[src/rtl/dim_seq_pkg.sv]
// dim_pkg: shared state encoding and default timing constants for the dimmer key sequencer
package dim_pkg;
  typedef enum logic [2:0] {IDLE, HOLD_UP, HOLD_DN, FADE_OUT, OFF, FADE_IN, LOCK} dim_state_t;
  localparam int DIM_CNT_W = 8;
  localparam int DIM_HOLD_CYC = 25_000_000;
  localparam int DIM_REPEAT_CYC = 2_500_000;
  localparam int DIM_FADE_CYC = 100_000;
endpackage

[src/rtl/dim_seq_if.sv]
// dim_seq_if: key inputs, counter feedback and step/status outputs of the dimmer sequencer
interface dim_seq_if import dim_pkg::*; #(
  parameter int CNT_W = DIM_CNT_W
) ();
  logic key0_n;
  logic key1_n;
  logic [CNT_W-1:0] cnt;
  logic inc;
  logic dec;
  logic off;
  logic busy;
  modport master(input key0_n, key1_n, cnt, output inc, dec, off, busy);
  modport slave(output key0_n, key1_n, cnt, input inc, dec, off, busy);
endinterface

[src/rtl/dim_seq_tick.sv]
// dim_tick: loadable down-counter; tick is high in the cycle before the loaded interval elapses
module dim_tick import dim_pkg::*; #(
  parameter int W = 8
) (
  input logic clk,
  input logic rst,
  input logic start,
  input logic [W-1:0] load,
  output logic tick
);
  logic [W-1:0] c;
  // reload on start, otherwise count down and park at zero
  always_ff @(posedge clk or posedge rst)
    if (rst) c <= '0;
    else if (start) c <= load;
    else if (c != '0) c <= c - 1'b1;
  assign tick = c == W'(1);
endmodule

[src/rtl/dim_seq.sv]
// dim_seq: key-driven step/fade sequencer for the LED dimmer; auto-repeat enabled by DIM_SEQ_AUTOREPEAT_EN
module dim_seq import dim_pkg::*; #(
  parameter int CNT_W = DIM_CNT_W,
  parameter int HOLD_CYC = DIM_HOLD_CYC,
  parameter int REPEAT_CYC = DIM_REPEAT_CYC,
  parameter int FADE_CYC = DIM_FADE_CYC
) (
  input logic clk,
  input logic rst,
  dim_seq_if.master bus
);
  localparam int MX = HOLD_CYC > REPEAT_CYC ? (HOLD_CYC > FADE_CYC ? HOLD_CYC : FADE_CYC)
                                            : (REPEAT_CYC > FADE_CYC ? REPEAT_CYC : FADE_CYC);
  localparam int TW = $clog2(MX + 1);
  dim_state_t state, nxt, tgt, tgt_n;
  logic [1:0] k_r, p_r, p;
  logic [CNT_W-1:0] level_r;
  logic [TW-1:0] load;
  logic start, tick, up, dn, cap, combo, at_max, at_zero;
  assign p = p_r & ~k_r;
  assign combo = ~|k_r && |p;
  assign at_max = &bus.cnt;
  assign at_zero = ~|bus.cnt;
  assign bus.off = state == OFF || state == FADE_OUT;
  assign bus.busy = state == FADE_OUT || state == FADE_IN;
  dim_tick #(.W(TW)) u_tick (.clk(clk), .rst(rst), .start(start), .load(load), .tick(tick));
  // next state, step requests and shared-timer reloads
  always_comb begin
    nxt = state;
    tgt_n = tgt;
    up = 1'b0;
    dn = 1'b0;
    cap = 1'b0;
    start = 1'b0;
    load = TW'(FADE_CYC);
    case (state)
      IDLE, HOLD_UP, HOLD_DN, OFF:
        if (combo) begin
          nxt = state == OFF ? FADE_IN : FADE_OUT;
          cap = state != OFF;
          start = 1'b1;
        end else if (state == IDLE && p[0]) begin
          nxt = HOLD_UP;
          up = 1'b1;
          start = 1'b1;
          load = TW'(HOLD_CYC);
        end else if (state == IDLE && p[1]) begin
          nxt = HOLD_DN;
          dn = 1'b1;
          start = 1'b1;
          load = TW'(HOLD_CYC);
        end else if ((state == HOLD_UP && k_r[0]) || (state == HOLD_DN && k_r[1])) nxt = IDLE;
`ifdef DIM_SEQ_AUTOREPEAT_EN
        else if ((state == HOLD_UP || state == HOLD_DN) && tick) begin
          up = state == HOLD_UP;
          dn = state == HOLD_DN;
          start = 1'b1;
          load = TW'(REPEAT_CYC);
        end
`endif
      FADE_OUT:
        if (at_zero) begin
          nxt = LOCK;
          tgt_n = OFF;
        end else if (tick) begin
          dn = 1'b1;
          start = 1'b1;
        end
      FADE_IN:
        if (bus.cnt == level_r) begin
          nxt = LOCK;
          tgt_n = IDLE;
        end else if (tick) begin
          up = 1'b1;
          start = 1'b1;
        end
      LOCK: nxt = &k_r ? tgt : LOCK;
      default: nxt = IDLE;
    endcase
  end
  // state, key edge history, fade level and saturated step pulses
  always_ff @(posedge clk or posedge rst)
    if (rst) begin
      state <= IDLE;
      tgt <= IDLE;
      level_r <= '1;
      k_r <= 2'b11;
      p_r <= 2'b11;
      bus.inc <= 1'b0;
      bus.dec <= 1'b0;
    end else begin
      state <= nxt;
      tgt <= tgt_n;
      if (cap) level_r <= bus.cnt;
      k_r <= {bus.key1_n, bus.key0_n};
      p_r <= k_r;
      bus.inc <= up && !at_max;
      bus.dec <= dn && !at_zero;
    end
endmodule

[src/flat_wrapper.sv]
// flat-port wrapper written by rule: the top's interface ports become plain ports
module dim_seq_flat import dim_pkg::*;
#(
  parameter int CNT_W = DIM_CNT_W,
  parameter int HOLD_CYC = DIM_HOLD_CYC,
  parameter int REPEAT_CYC = DIM_REPEAT_CYC,
  parameter int FADE_CYC = DIM_FADE_CYC
)
  (clk, rst, bus_key0_n, bus_key1_n, bus_cnt, bus_inc, bus_dec, bus_off, bus_busy);
  dim_seq_if #(.CNT_W(CNT_W)) bus_i ();
  input logic clk;
  input logic rst;
  input wire logic [$bits(bus_i.key0_n)-1:0] bus_key0_n;
  input wire logic [$bits(bus_i.key1_n)-1:0] bus_key1_n;
  input wire logic [$bits(bus_i.cnt)-1:0] bus_cnt;
  output wire logic [$bits(bus_i.inc)-1:0] bus_inc;
  output wire logic [$bits(bus_i.dec)-1:0] bus_dec;
  output wire logic [$bits(bus_i.off)-1:0] bus_off;
  output wire logic [$bits(bus_i.busy)-1:0] bus_busy;
  assign bus_i.key0_n = bus_key0_n;
  assign bus_i.key1_n = bus_key1_n;
  assign bus_i.cnt = bus_cnt;
  assign bus_inc = bus_i.inc;
  assign bus_dec = bus_i.dec;
  assign bus_off = bus_i.off;
  assign bus_busy = bus_i.busy;
  dim_seq #(.CNT_W(CNT_W), .HOLD_CYC(HOLD_CYC), .REPEAT_CYC(REPEAT_CYC), .FADE_CYC(FADE_CYC)) u_core (.clk(clk), .rst(rst), .bus(bus_i));
endmodule
[config.mk]
export PLATFORM = sky130hd
export DESIGN_NAME = dim_seq_flat
export DESIGN_NICKNAME = d
export VERILOG_FILES = /design/src/rtl/dim_seq_pkg.sv /design/src/rtl/dim_seq_if.sv /design/src/rtl/dim_seq_tick.sv /design/src/rtl/dim_seq.sv /design/src/flat_wrapper.sv
export SDC_FILE = /design/constraint.sdc
export NUM_CORES = 1
export LEC_CHECK = 0
export ABC_AREA = 1
export CAP_MARGIN = 20
export CORE_ASPECT_RATIO = 2
export CORE_MARGIN = 10
export CORE_UTILIZATION = 50
export CTS_CLUSTER_DIAMETER = 80
export DETAILED_ROUTE_END_ITERATION = 7
export DONT_BUFFER_PORTS = 1
export PLACE_DENSITY_LB_ADDON = 0.1
export SLEW_MARGIN = 30
export SYNTH_ARGS = -nofsm -noshare
export SYNTH_HDL_FRONTEND = slang
export SYNTH_SLANG_ARGS = --single-unit
[constraint.sdc]
create_clock -name clk -period 5.1 [get_ports clk]
set_input_delay 1.275 -clock clk [delete_from_list [all_inputs] [get_ports clk]]
set_output_delay 1.275 -clock clk [all_outputs]
set_load 0.01 [all_outputs]
# After elaboration in Yosys (flattened, before gate mapping)
# Index checks and enable logic that the tools add are counted.
# totals
regBits	45
input_bits	12
output_inout_bits	4
wordCells	80
# classes
n_addsub	1
n_eq_ne	12
mux	33
n_bitwise	2
n_reduce_logical	24
# op_table
cell	count
two-way mux 25 bit	6
two-way mux 3 bit	10
== test 25 x 1 -> 1 bit, second input constant	1
nonzero test 25 bit	1
subtractor 25 x 1 -> 25 bit, second input constant	1
two-way mux 1 bit	12
one-hot mux 3 bit (4 select lines)	1
== test 3 bit, second input constant	3
== test 8 bit	1
AND reduction 8 bit	1
OR reduction 8 bit	1
logical AND 1 bit	7
== test 3 x 2 -> 1 bit, second input constant	2
one-hot mux 3 bit (2 select lines)	1
AND reduction 3 bit	2
!= test 5 x 1 -> 1 bit, second input constant	1
!= test 2 bit, second input constant	2
one-hot mux 1 bit (2 select lines)	2
nonzero test 2 bit	2
OR reduction 2 bit	2
OR reduction 4 bit	1
== test 3 x 1 -> 1 bit, second input constant	1
logical NOT 3 bit	1
logical OR 1 bit	3
other kinds (6)	7

# Longest topological paths before layout
# Gate-level depths: netlist of run 1.
# depth
ltp_word	8
depth_mapped	12
ltp_nobuf	12

# Cells and area by module
# A second synthesis of run 1 with hierarchy kept.
# unflattened
cells_unflattened	423
hier_area_um2	2944.1
# modules_own_cells
mod	instances	cells_per_inst	area_each_um2	seq_area_each_um2
dim_tick	1	282	1881.8	625.6
dim_seq	1	141	1062.3	465.4

# Worst setup path after synthesis of run 1
# OpenSTA, ideal clock, no wires.
# synth_path
kind	input-to-reg
from	input bus_cnt[4]
to	register u_core.u_tick.c[20]
setup_ns	0.112
arrival_time_ns	2.263
required_ns	4.988
setup_slack_ns	2.725
cell_stages	10
path_buffers	0
cell_sequence	nor2_1 > nand3_1 > nor2_1 > nor2_1 > a21oi_4 > nand2_8 > inv_4 > nand2_4 > nand2_1 > inv_2
# synth_between
elab_chain_cells	4
word_cells_on_any_way	7
cone_classes	eq/ne: 1; mux: 4; reduce/logical: 2
# synth_rtl
item	line_no	rtl
from (decl)	flat_wrapper.sv:15	input wire logic [$bits(bus_i.cnt)-1:0] bus_cnt;
== test 8 bit / OR reduction 8 bit (equally long branches)	dim_seq.sv:70, dim_seq.sv:23	
two-way mux 1 bit, on equally long branches	dim_seq.sv:70, dim_seq.sv:62	
one-hot mux 1 bit (3 select lines) *	dim_seq.sv:36	case (state)
two-way mux 25 bit / nonzero test 2 bit (equally long branches)	n/a	
to (signal assigned)	dim_seq_tick.sv:15	else if (start) c <= load;
to (signal assigned)	dim_seq_tick.sv:16	else if (c != '0) c <= c - 1'b1;
to (decl)	dim_seq_tick.sv:11	logic [W-1:0] c;
# Mark *: on every way between the ends. The rest lies on a longest branch, timed or not.
# A chain may end at the register's enable or synchronous reset.

# Final worst setup path of run 1
# layout_path
from	input bus_cnt[0]
to	register u_core.u_tick.c[1]
# The elaborated chain is that of the path after synthesis.

==> results.cfg, run 1 <==
[cts]
cts_setup_buffers = 0
cts_buffers = 5
htreeDepth = 2
clk_pin_slew_ps = 90
cts_hold_buf = 0
cts_buffer_depth = 2
cts.root.buffer_cell = clkbuf_8
worstSkewPairLatency_ps = 300
cts_tree = done
cts_resized = 0
cts_sinks = 43

[die]
die_y_um = 125
rows = 38
die_w_um = 72.4
die_area_mm2 = 0.00903
io_pins = 16
initial_utilization_pct = 51.0
coreArea_mm2 = 0.00537

[yosys]
yosys-top-cells-area = dfrtp_1, nand2_1, dfstp_2, nor2_1, xnor2_1
ys.flop_type = dfrtp_1
yosys.area.top_type_share_pct = 28.3
synth_area_mm2 = 0.00274
synth_fp_nets = 384
ys_ff_latch = 43
yosysTopAreaCell = dfrtp_1
syn_inst = 369
synth_edf_count = 0
seq_area_frac_synth_pct = 39.8
syn_avg_cell_area_um2 = 7.43
ys_types = 35
ys_async_sr_fraction_pct = 100
ys_warn_count = 0

[sta]
max_freq_ghz = 0.390
relSlewSlack_pct = 40.6
setup_tns_ps = 0
hold_viol = 0
tightestPinTransition_ps = 889
worst_slack_ps = 2530
fin_crit_sh_pct = 50.3
fin_crit_ps = 2570
fin_skew_ps = 12.9
grt_setup_unrepaired = no
setup_viol = 0
slew_violations = 0

[placed_design]
hpwl_mm = 5.39
place_congestion = 0.959
io_buffers = 0
dp_cells = 424
place_ws_ps = 2200

[pwr]
p_leak_nw = 1.44
totalPowerFinal_mw = 1.57
powerDensity_mw_per_mm2 = 545
vdd_ir_drop_max_mv = 0.326

[layout]
stdcell_count = 432
post-route-util_pct = 53.8
fin_nets = 386
syn_to_final_growth_pct = 5.34
antenna_cells = 0
drive_above_1_share_pct = 14.5

[detailed_routing]
drc_errors = 0
ant_nets = 0
firstDrtPassIters = 4
vias = 2290
viasPerCell = 5.30
routedWlPerCell_um = 15.2
first_iter_violations = 112
finalWirelength_mm = 6.57

[global_routing]
grt.total_usage_pct = 15.0
grt_pass1_wl_mm = 10.7
grt_pass1_vias = 2351
grt_overflow_total = 0
antenna_found_initial = 0
grt_max_degree = 44

[worst_setup_path]
critPathCaptureType = flip-flop
cp_cell_sequence = nor2_1, nand3_1, nor2_1, nor2_1, a21oi_4, nand2_8, nor2_4, nand2_1, nand2_1
arrival_ps = 2810
cpMaxStageDelayCell = a21oi_4
path_max_fanout = 15
cpPeakStageDelay_ps = 470
cp.required_ps = 5340
cp_common_cell = nor2_1
start_kind = primary input
worstSetupPathType = in2reg

[worst_hold_path]
hold_path.class = reg2reg

[outcome]
status = finished, final reports clean

[job]
cap_violations = 0
-- flip-flops by register name (all words and copies together), names as in the netlist --
signal / flops
u_core.bus.dec: 1
u_core.bus.inc: 1
u_core.k_r: 2
u_core.level_r: 8
u_core.p_r: 2
u_core.state: 3
u_core.tgt: 1
u_core.u_tick.c: 25
-- cell families (layout without fill, tap and decap cells) --
logic type | count (synthesis) | count (layout) | share of synthesized area [%]
adder cells (fa/ha/maj) | 3 | 3 | 1.37
buffers and inverters | 49 | 52 | 7.44
AND/OR/NAND/NOR | 226 | 226 | 38.5
AO/OA/AOI/OAI | 25 | 25 | 5.52
flip-flops | 43 | 43 | 39.8
XOR/XNOR | 23 | 23 | 7.34
-- where the power goes --
| part | leakage (nW) | internal, mW | switching, mW | total, mW |
|---|---|---|---|---|
| clock | 0.0563 | 0.126 | 0.122 | 0.248 |
| sequential | 0.505 | 0.501 | 0.150 | 0.651 |
| combinational | 0.880 | 0.251 | 0.424 | 0.675 |
-- critical path, delay by kind of cell --
family	cells	cell delay (ps)
AOI/OAI and AO/OA	1	470
and+or+nand+nor	8	1070
-- through the flow --
stage          hold WS [ps]  instance area [um^2]
6_report                382                  2890
2_1_floorplan           367                  2740
4_1_cts                 389                  2890
3_5_place_dp            378                  2780
5_1_grt                 385                  2890
3_3_place_gp            379                  2780
-- routing by layer --
metal / share of wire, % / GRT usage [%]
met5: 0 / 0
met4: 7.3 / 10.6
met3: 1.9 / 1.99
met2: 57 / 28.4
met1: 34 / 13.4
-- path summary, 6_finish.rpt --
check | startpoint | endpoint | slack (ps) | cells after the start
worst max-delay path | bus_cnt[0] | u_core.u_tick.c[1]$_DFFE_PP0P_ | 2530 | 9
worst min register to register | u_core.k_r[1]$_DFF_PP1_ | u_core.p_r[1]$_DFF_PP1_ | 380 | 0
worst max register to register | u_core.k_r[1]$_DFF_PP1_ | u_core.u_tick.c[1]$_DFFE_PP0P_ | 3040 | 10
max in group asynchronous | rst | u_core.state[2]$_DFFE_PP0P_ | 3490 | 1
worst min-delay path | u_core.k_r[1]$_DFF_PP1_ | u_core.p_r[1]$_DFF_PP1_ | 380 | 0
min in group asynchronous | rst | u_core.u_tick.c[22]$_DFFE_PP0P_ | 1030 | 1
-- synth_stat cells, types with 2 or more instances --
cell type    n
a21oi_1      6
nand2_2      4
inv_2        7
ha_1         3
nand3_1     27
buf_6        2
nor3_1      11
nand2_4      2
o21ai_0     12
dfrtp_1     31
buf_2        2
nand4_1      8
xor2_1       7
nor2_4       3
xnor2_1     16
nor2_1      47
nor2_2       5
nand2_1    110
nand3_2      4
inv_1       36
dfstp_2     12
-- final cells by class --
cell class | instances | area, um^2
fill | 546 | 2480
multi-input combinational | 277 | 1450
clock inverter | 2 | 13.8
sequential | 43 | 1090
tap | 60 | 75.1
inverter | 44 | 168
clock buffer | 6 | 93.8
-- cells in the final DEF (no fill, tap or decap), types with 2 or more instances in the layout --
cell and count:
nand2_1 110, nor2_1 47, inv_1 35, dfrtp_1 31
nand3_1 27, xnor2_1 16, o21ai_0 12, dfstp_2 12
nor3_1 11, inv_2 8, nand4_1 8, xor2_1 7
a21oi_1 6, nor2_2 5, clkbuf_8 5, nand2_2 4
nand3_2 4, nor2_4 3, ha_1 3, nand2_4 2
Note: power is estimated with default switching activity, not from simulation.
==> run 2, diff against run 1 <==
==> constraint.sdc (replaced) <==
create_clock -name clk -period 2.4 [get_ports clk]
set_input_delay 0.6 -clock clk [delete_from_list [all_inputs] [get_ports clk]]
set_output_delay 0.6 -clock clk [all_outputs]
set_load 0.01 [all_outputs]
==> run 2 against run 1 <==
  * Clock power grew 100%
  * Register-to-register slack lost 2600 ps
  * Global-route usage is essentially flat
  * Setup slack lost 2100 ps
  * Largest power group unchanged
  * Design area grew 0.95%
  * First-iteration DRC count grew 27%
  * Combinational power grew 110%
  * Die area is the same
  * Total power grew 110%
  * Worst hold slack lost 170 ps
  * Largest cell class unchanged
  * Non-clock buffer count grew 3
==> results.cfg, run 2 (synthesis gave the netlist of run 1 again) <==
[worst_setup_path]
start_kind = flip-flop
cpMaxStageDelayCell = dfrtp_1
cp.required_ps = 2630
cp_cell_sequence = nor2_1, nand2_1, nor2_2, nand2_2, nor2_8, nand3_4, nand2_8, inv_4, nand2_4, nand2_1, inv_2
cpPeakStageDelay_ps = 420
critPathCaptureType = flip-flop
r2r_slack_ps = 440
crit-reg2reg-launch = u_core.u_tick.c[20]$_DFFE_PP0P_
arrival_ps = 2190
reg2reg_depth = 11
worstSetupPathType = reg2reg
path_max_fanout = 16
cp_common_cell = nand2_1
cp-endpoint = u_core.u_tick.c[6]$_DFFE_PP0P_
r2r_end = u_core.u_tick.c[6]$_DFFE_PP0P_
startpoint = u_core.u_tick.c[20]$_DFFE_PP0P_

[cts]
cts_hold_buf = 0
htreeDepth = 2
cts_buffers = 5
cts_tree = done
cts_sinks = 43
cts.root.buffer_cell = clkbuf_8
worstSkewPairLatency_ps = 290
cts_setup_buffers = 0
cts_resized = 0
clk_pin_slew_ps = 80
cts_buffer_depth = 2

[layout]
top_register = u_core.u_tick.c
fin_nets = 389
drive_above_1_share_pct = 14.9
layout_commonest_cell = nand2_1
syn_to_final_growth_pct = 6.34
layout_common_cells = nand2_1, nor2_1, inv_1
largest_reg_flops = 25
largestRegisters = u_core.u_tick.c x25, u_core.level_r x8, u_core.state x3
antenna_cells = 0

[sta]
holdWs_ps = 210
fin_crit_ps = 1960
fin_crit_sh_pct = 81.6
slew_violations = 0
relSlewSlack_pct = 65.5
tightestPinTransition_ps = 515
setup_tns_ps = 0
setup_viol = 0
hold_viol = 0
fin_skew_ps = 13.3
grt_setup_unrepaired = no
max_freq_ghz = 0.511

[die]
initial_utilization_pct = 51.0
coreArea_mm2 = 0.00537
die_w_um = 72.4
die_area_mm2 = 0.00903
die_y_um = 125
rows = 38
io_pins = 16

[global_routing]
grt.total_usage_pct = 15.0
grt_max_degree = 24
grt_overflow_total = 0
grt_pass1_wl_mm = 10.9
antenna_found_initial = 0
grt_pass1_vias = 2422

[outcome]
status = finished, final reports clean

[detailed_routing]
firstDrtPassIters = 4
first_iter_violations = 142
viasPerCell = 5.21
vias = 2265
routedWlPerCell_um = 15.1
ant_nets = 0
finalWirelength_mm = 6.56
drc_errors = 0

[pwr]
clockPowerShare_pct = 15.3
seqPwrFrac_pct = 40.9
combPwrFrac_pct = 43.8
p_sw_share_pct = 43.2
p_leak_nw = 1.46
p_int_mw = 1.88
p_sw_mw = 1.43
vdd_ir_drop_max_mv = 0.703
powerDensity_mw_per_mm2 = 1140

[placed_design]
hpwl_mm = 5.25
io_buffers = 0
place_congestion = 0.934

[worst_hold_path]
hold_path.class = in2async

[job]
cap_violations = 0
==> run 2: per-stage QoR <==
step / total power [mW] / std cells / area, um^2 / setup slack [ps] / utilization, %
floorplan: 2.49 / 369 / 2740 / 700 / -
global placement: 2.80 / 427 / 2820 / 363 / 52.4
detailed placement: 2.82 / 427 / 2820 / 360 / 52.4
CTS: 3.34 / 435 / 2920 / 432 / 54.3
global route: 3.63 / 435 / 2920 / 249 / 54.3
finish: 3.31 / 435 / 2920 / 442 / 54.3
==> run 2: critical path, delay by kind of cell, from the launching register on <==
kind / cells / cell delay (ps)
buffers and inverters: 2 / 100
DFF: 1 / 420
and+or+nand+nor: 9 / 1370
==> run 2: worst min-delay path by stage <==
stage	start	end	slack, ps	cells after the start
floorplan	u_core.k_r[0]$_DFF_PP1_	u_core.p_r[0]$_DFF_PP1_	370	0
global placement	u_core.k_r[0]$_DFF_PP1_	u_core.p_r[0]$_DFF_PP1_	380	0
detailed placement	u_core.k_r[0]$_DFF_PP1_	u_core.p_r[0]$_DFF_PP1_	380	0
CTS	rst	u_core.u_tick.c[19]$_DFFE_PP0P_	220	1
global route	rst	u_core.u_tick.c[19]$_DFFE_PP0P_	230	1
finish	rst	u_core.u_tick.c[19]$_DFFE_PP0P_	210	1
==> run 2: power by group through the flow <==
stage | registers (mW) | logic (mW) | clock network, mW
final | 1.36 | 1.45 | 0.505
after global routing | 1.40 | 1.69 | 0.541
after CTS | 1.35 | 1.46 | 0.523
after detailed placement | 1.36 | 1.45 | 0
after global placement | 1.36 | 1.45 | 0
after floorplan | 1.29 | 1.21 | 0
==> run 2: layout make-up <==
cell class | count | area, um^2
flip-flops and latches | 43 | 1090
clock buffers | 8 | 100
multi-input cells | 277 | 1450
inverters | 44 | 168
well taps | 60 | 75.1
repair buffers | 3 | 35.0
fillers | 554 | 2460
==> run 2: routing by layer <==
layer	global-route usage [%]	routed length, um	up-vias
li1	-	-	1170
met1	14.0	2290	1025
met2	28.4	3780	45
met3	2.23	155	25
met4	9.21	335	0
met5	0	0	-
==> run 3, diff against run 2 <==
==> constraint.sdc (replaced) <==
create_clock -name clk -period 1.86 [get_ports clk]
set_input_delay 0.465 -clock clk [delete_from_list [all_inputs] [get_ports clk]]
set_output_delay 0.465 -clock clk [all_outputs]
set_load 0.01 [all_outputs]
==> run 3 against run 2 <==
  * Register-to-register slack got worse by 340 ps
  * Sequential power rose by 28%
  * Global-route usage increased by 1.5 points
  * First-iteration DRC count is 3.5% lower
  * Fmax is 11% higher
  * Critical endpoint is now u_core.u_tick.c[11]$_DFFE_PP0P_
  * Cell count grew 6.7%
  * Die area did not move
  * Via count increased by 7.7%
  * Wire length increased by 8.0%
  * Largest power group unchanged
  * Flip-flop and latch count is the same
  * Critical path type unchanged
  * Clock-buffer cell count decreased by 2
  * Design area is 11% higher
==> results.cfg, run 3 (synthesis gave the netlist of run 1 again) <==
[cts]
cts_hold_buf = 0
worstSkewPairLatency_ps = 310
htreeDepth = 2
cts_setup_buffers = 0
clk_pin_slew_ps = 90
cts.root.buffer_cell = clkbuf_8
cts_tree = done
cts_sinks = 43
cts_buffer_depth = 2
cts_buffers = 5

[worst_setup_path]
cpPeakStageDelay_ps = 450
worstSetupPathType = reg2reg
cp.required_ps = 2060
start_kind = flip-flop
cp_num_buf_inv = 3
arrival_ps = 1960
cp_top_family = simple AND/OR/NAND/NOR gates
cpMaxStageDelayCell = dfrtp_1
critPathCaptureType = flip-flop
path_max_fanout = 10
cp_cell_sequence = nor2_2, nand2_2, nor2_4, nand2_4, nor2_8, buf_6, a21oi_4, buf_6, nand3_1, nand2_1, nand2_1, inv_1

[job]
cap_violations = 0

[sta]
setup_tns_ps = 0
relSlewSlack_pct = 62.5
fin_skew_ps = 11.3
grt_setup_unrepaired = no
tightestPinTransition_ps = 561
max_freq_ghz = 0.568
holdWs_ps = 85.6
fin_crit_sh_pct = 94.6
slew_violations = 0
setup_viol = 0
fin_crit_ps = 1760
hold_viol = 0

[die]
coreArea_mm2 = 0.00537
initial_utilization_pct = 51.0
die_y_um = 125
io_pins = 16
rows = 38
die_area_mm2 = 0.00903
die_w_um = 72.4

[detailed_routing]
drc_errors = 0
viasPerCell = 5.26
first_iter_violations = 137
vias = 2440
ant_nets = 0
routedWlPerCell_um = 15.3
firstDrtPassIters = 4
finalWirelength_mm = 7.09

[global_routing]
grt_max_degree = 27
grt.total_usage_pct = 16.5
grt_overflow_total = 0
grt_pass1_wl_mm = 11.8
antenna_found_initial = 0
grt_pass1_vias = 2587

[layout]
largestRegisters = u_core.u_tick.c x25, u_core.level_r x8, u_core.state x3
fillCellCount = 521
layout_commonest_cell = nand2_1
layout_common_cells = nand2_1, nor2_1, inv_1
stdcell_count = 464
drive_above_1_share_pct = 25.2
syn_to_final_growth_pct = 18.0
largest_reg_flops = 25
antenna_cells = 0
top_register = u_core.u_tick.c
fin_nets = 418

[placed_design]
io_buffers = 0
hpwl_mm = 5.83
dp_cells = 456
place_congestion = 0.924

[outcome]
status = finished, final reports clean

[pwr]
p_sw_share_pct = 41.4
combPwrFrac_pct = 47.1
p_leak_nw = 1.62
clockPowerShare_pct = 17.7
powerDensity_mw_per_mm2 = 1520
vdd_ir_drop_max_mv = 0.933
p_sw_mw = 2.04
p_int_mw = 2.89
seqPwrFrac_pct = 35.3

[worst_hold_path]
hold_path.class = in2async
[run 3: worst register-to-register path, cell delays in order, from the launching register on]
cell,delay (ps)
dfrtp_1,450
nor2_2,170
nand2_2,100
nor2_4,140
nand2_4,90
nor2_8,130
buf_6,110
a21oi_4,80
buf_6,170
nand3_1,60
nand2_1,50
nand2_1,60
inv_1,40
[run 3: power by group through the flow]
stage	Combinational, mW	Sequential, mW	Clock (mW)
global placement	2.22	1.72	0
detailed placement	2.24	1.72	0
finish	2.32	1.74	0.871
floorplan	1.56	1.66	0
CTS	2.26	1.71	0.890
global route	2.65	1.78	0.921
[run 3: through the flow]
| step | setup slack [ps] | power [mW] | instance area (um^2) | util [%] |
|---|---|---|---|---|
| after floorplan | 233 | 3.22 | 2740 | - |
| after global placement | -26.2 | 3.94 | 3030 | 56.5 |
| after detailed placement | -31.3 | 3.96 | 3030 | 56.5 |
| after CTS | 14.9 | 4.86 | 3170 | 59.1 |
| after global routing | 3.63 | 5.35 | 3240 | 60.2 |
| final | 101 | 4.93 | 3240 | 60.2 |
[run 3: final timing paths]
kind,start,slack (ps),cells after the start,to
setup / recovery,u_core.u_tick.c[18]$_DFFE_PP0P_,100,12,u_core.u_tick.c[11]$_DFFE_PP0P_
hold / removal,rst,90,1,u_core.bus.inc$_DFF_PP0_
setup reg to reg,u_core.u_tick.c[18]$_DFFE_PP0P_,100,12,u_core.u_tick.c[11]$_DFFE_PP0P_
hold reg to reg,u_core.k_r[0]$_DFF_PP1_,390,0,u_core.p_r[0]$_DFF_PP1_
max in group asynchronous,rst,1180,2,u_core.u_tick.c[11]$_DFFE_PP0P_
min in group clk,bus_key0_n,160,0,u_core.k_r[0]$_DFF_PP1_
[run 3: routing by layer]
metal,wire (um),track usage [%]
met1,2340,14.8
met2,3990,30.5
met3,215,2.87
met4,544,12.4
met5,0,0
[run 3: area by class of cell]
class                           count  area (um^2)  area share, %
Tap cell                           60         75.1           2.32
Timing Repair Buffer               32          260           8.04
Multi-Input combinational cell    277         1500           46.4
Clock inverter                      2         60.1           1.86
Sequential cell                    43         1090           33.8
Inverter                           44          173           5.34
Clock buffer                        6         72.6           2.24
[run 3: repair_timing]
action,in CTS,in global routing
pin swaps,0,5
setup endpoints to repair,11,24
gates resized for setup,2,22
==> edit: new RTL, config.mk and constraints of run 3 <==
Change the package constant `DIM_HOLD_CYC` from 25_000_000 to 12_500_000.
--- a/src/rtl/dim_seq_pkg.sv
+++ b/src/rtl/dim_seq_pkg.sv
@@ -4,3 +4,3 @@
   localparam int DIM_CNT_W = 8;
-  localparam int DIM_HOLD_CYC = 25_000_000;
+  localparam int DIM_HOLD_CYC = 12_500_000;
   localparam int DIM_REPEAT_CYC = 2_500_000;
Behaviour: no difference found for any inputs over 10 cycles, from zero or initial values and one cycle with rst high; that may be too few to reach the edited logic, so the function may still have changed.
==> edit against run 3 <==
Synthesized area down 2.4%. Cell count down 5.4%. Final area down 7.0%. Routed wire length down 7.6%. Clock skew down 0.0069 ns. Setup slack better by 0.027 ns. Die area down 1.9%. Sequential share of layout area up 1.7 points. Sequential cell count down 1. Sequential power down 6%. Power down 9.0%. Fmax up 1.6%. Highest routed layer unchanged.
==> edit: results (changes against run 3) <==
- Syn_nets: 378 (-1.6%)
- Placed cell count: 431 (-5.5%)
- Mux cell area share after synthesis: 0.4208% (+0.42 points)
- R2R setup slack: 0.13 ns (+0.03 ns)
- Worst R2R Start: u_core.u_tick.c[0]$_DFFE_PP0P_
- Fmax: 0.5772 GHz (+1.6%)
- H-tree levels: 2 (unchanged)
- Clock skew: 0.004423 ns (-0.006886 ns)
- Largest regs: u_core.u_tick.c x24, u_core.level_r x8, u_core.state x3
- Compound-gate portion of the synthesized area: 7.667% (+2.1 points)
- Nets: 395 (-5.5%)
- All-Layer GR Usage: 15.56% (-0.94 points)
- Worst Path Arrival: 1.93 ns (-0.03 ns)
- Port buffer count: 0 (unchanged)
- Routed via count: 2337 (-4.2%)
- Clk slew on worst S/H paths: roughly 0.08 ns
- Status: completed
- Largest net degree at the start of global routing: 25 (-7.4%)
- Vias in the first global route: 2432 (-6.0%)
- Mapped Cells: 363 (-1.6%)
- Peak fanout along the critical path: 4 (-6)
- Clk root buf: clkbuf_8
- Peak VDD IR: 0.0008518 V (-8.7%)
- Worst skew pair latency: 0.31 ns (about the same)
- Routed WL: 6.555 mm (-7.6%)
- Post-synthesis cell type count: 37 (+5.7%)
- CP max stage delay: 0.39 ns (-0.06 ns)
- Post-synthesis adder-cell area fraction: 1.403% (+0.034 points)
- Cts bufs inserted: 5 (unchanged)
- Worst r2r dst: u_core.u_tick.c[16]$_DFFE_PP0P_
- Max Root-Sink Buffers: 2 (unchanged)
- WL per Instance: 14.93 um (-2.3%)
- Ys flop type: dfrtp_1
- Pint: 2.659 mW (-8.0%)
- Detailed Route Iter0 Violations: 207 (+51%)
- WHS: 0.06194 ns (-0.02370 ns)
- Routability cong.: 0.9306 (+0.74%)
- Syn. warnings: 0 (unchanged)
- Layout cells sized above 1: 19.16% (-6.1 points)
- Critical Path End: u_core.u_tick.c[16]$_DFFE_PP0P_
- First-pass GRT wire length: 11.01 mm (-6.4%)
- Reg2Reg Depth: 10 (-2)
- Setup bufs post-CTS: 0 (unchanged)
- DRT Pass-1 Iters: 4 (unchanged)
- DP Wirelength: 5.087 mm (-13%)
- XOR/XNOR share of the synthesized area: 4.582% (-2.8 points)
- FFs w/ async S/R, synth: 100.0% (unchanged)
- Pleak: 1.438 nW (-11%)
- Pre-CTS setup slack: 0.03826 ns (+0.06954 ns)
- HP Class: primary input to async pin
- Dpl cell area: 2821 um^2 (-7.0%)
- Synth area leaders: dfrtp_1 28%, nand2_1 13%, dfstp_2 12%
- Slowest CP cell: dfrtp_1
- Number of gates resized after CTS: 0 (-2)
- Antenna diodes: 0 (unchanged)
- CP top delay family: simple AND/OR/NAND/NOR gates
- Slew @ Worst Pin: 0.7059 ns (+0.1444 ns)
- Synth top cells by count: 90 x nand2_1, 54 x nor2_1, 45 x inv_1
- Sequential fraction of the synthesis area: 39.83% (+0.051 points)
edit: power groups by stage:
stage / sequential, mW / clock [mW] / combinational (mW)
after global placement: 1.62 / 0 / 1.87
final: 1.63 / 0.910 / 1.95
after detailed placement: 1.63 / 0 / 1.90
after floorplan: 1.57 / 0 / 1.45
after CTS: 1.61 / 0.931 / 1.91
after global routing: 1.67 / 0.955 / 2.24
edit: routing by layer:
metal / track usage [%] / routed length [um] / vias up
met5: 0 / 0 / -
met4: 6.813 / 186 / 0
met3: 3.528 / 244 / 15
li1: - / - / 1179
met2: 30.99 / 3841 / 39
met1: 14.14 / 2283 / 1104
edit: cell type report:
class / count / area, um^2
inverters: 48 / 182.7
fillers: 502 / 2175
multi-input cells: 267 / 1414
clock buffers: 6 / 82.58
well taps: 58 / 72.57
repair buffers: 16 / 132.6
clock inverters: 2 / 60.06
flip-flops and latches: 42 / 1066
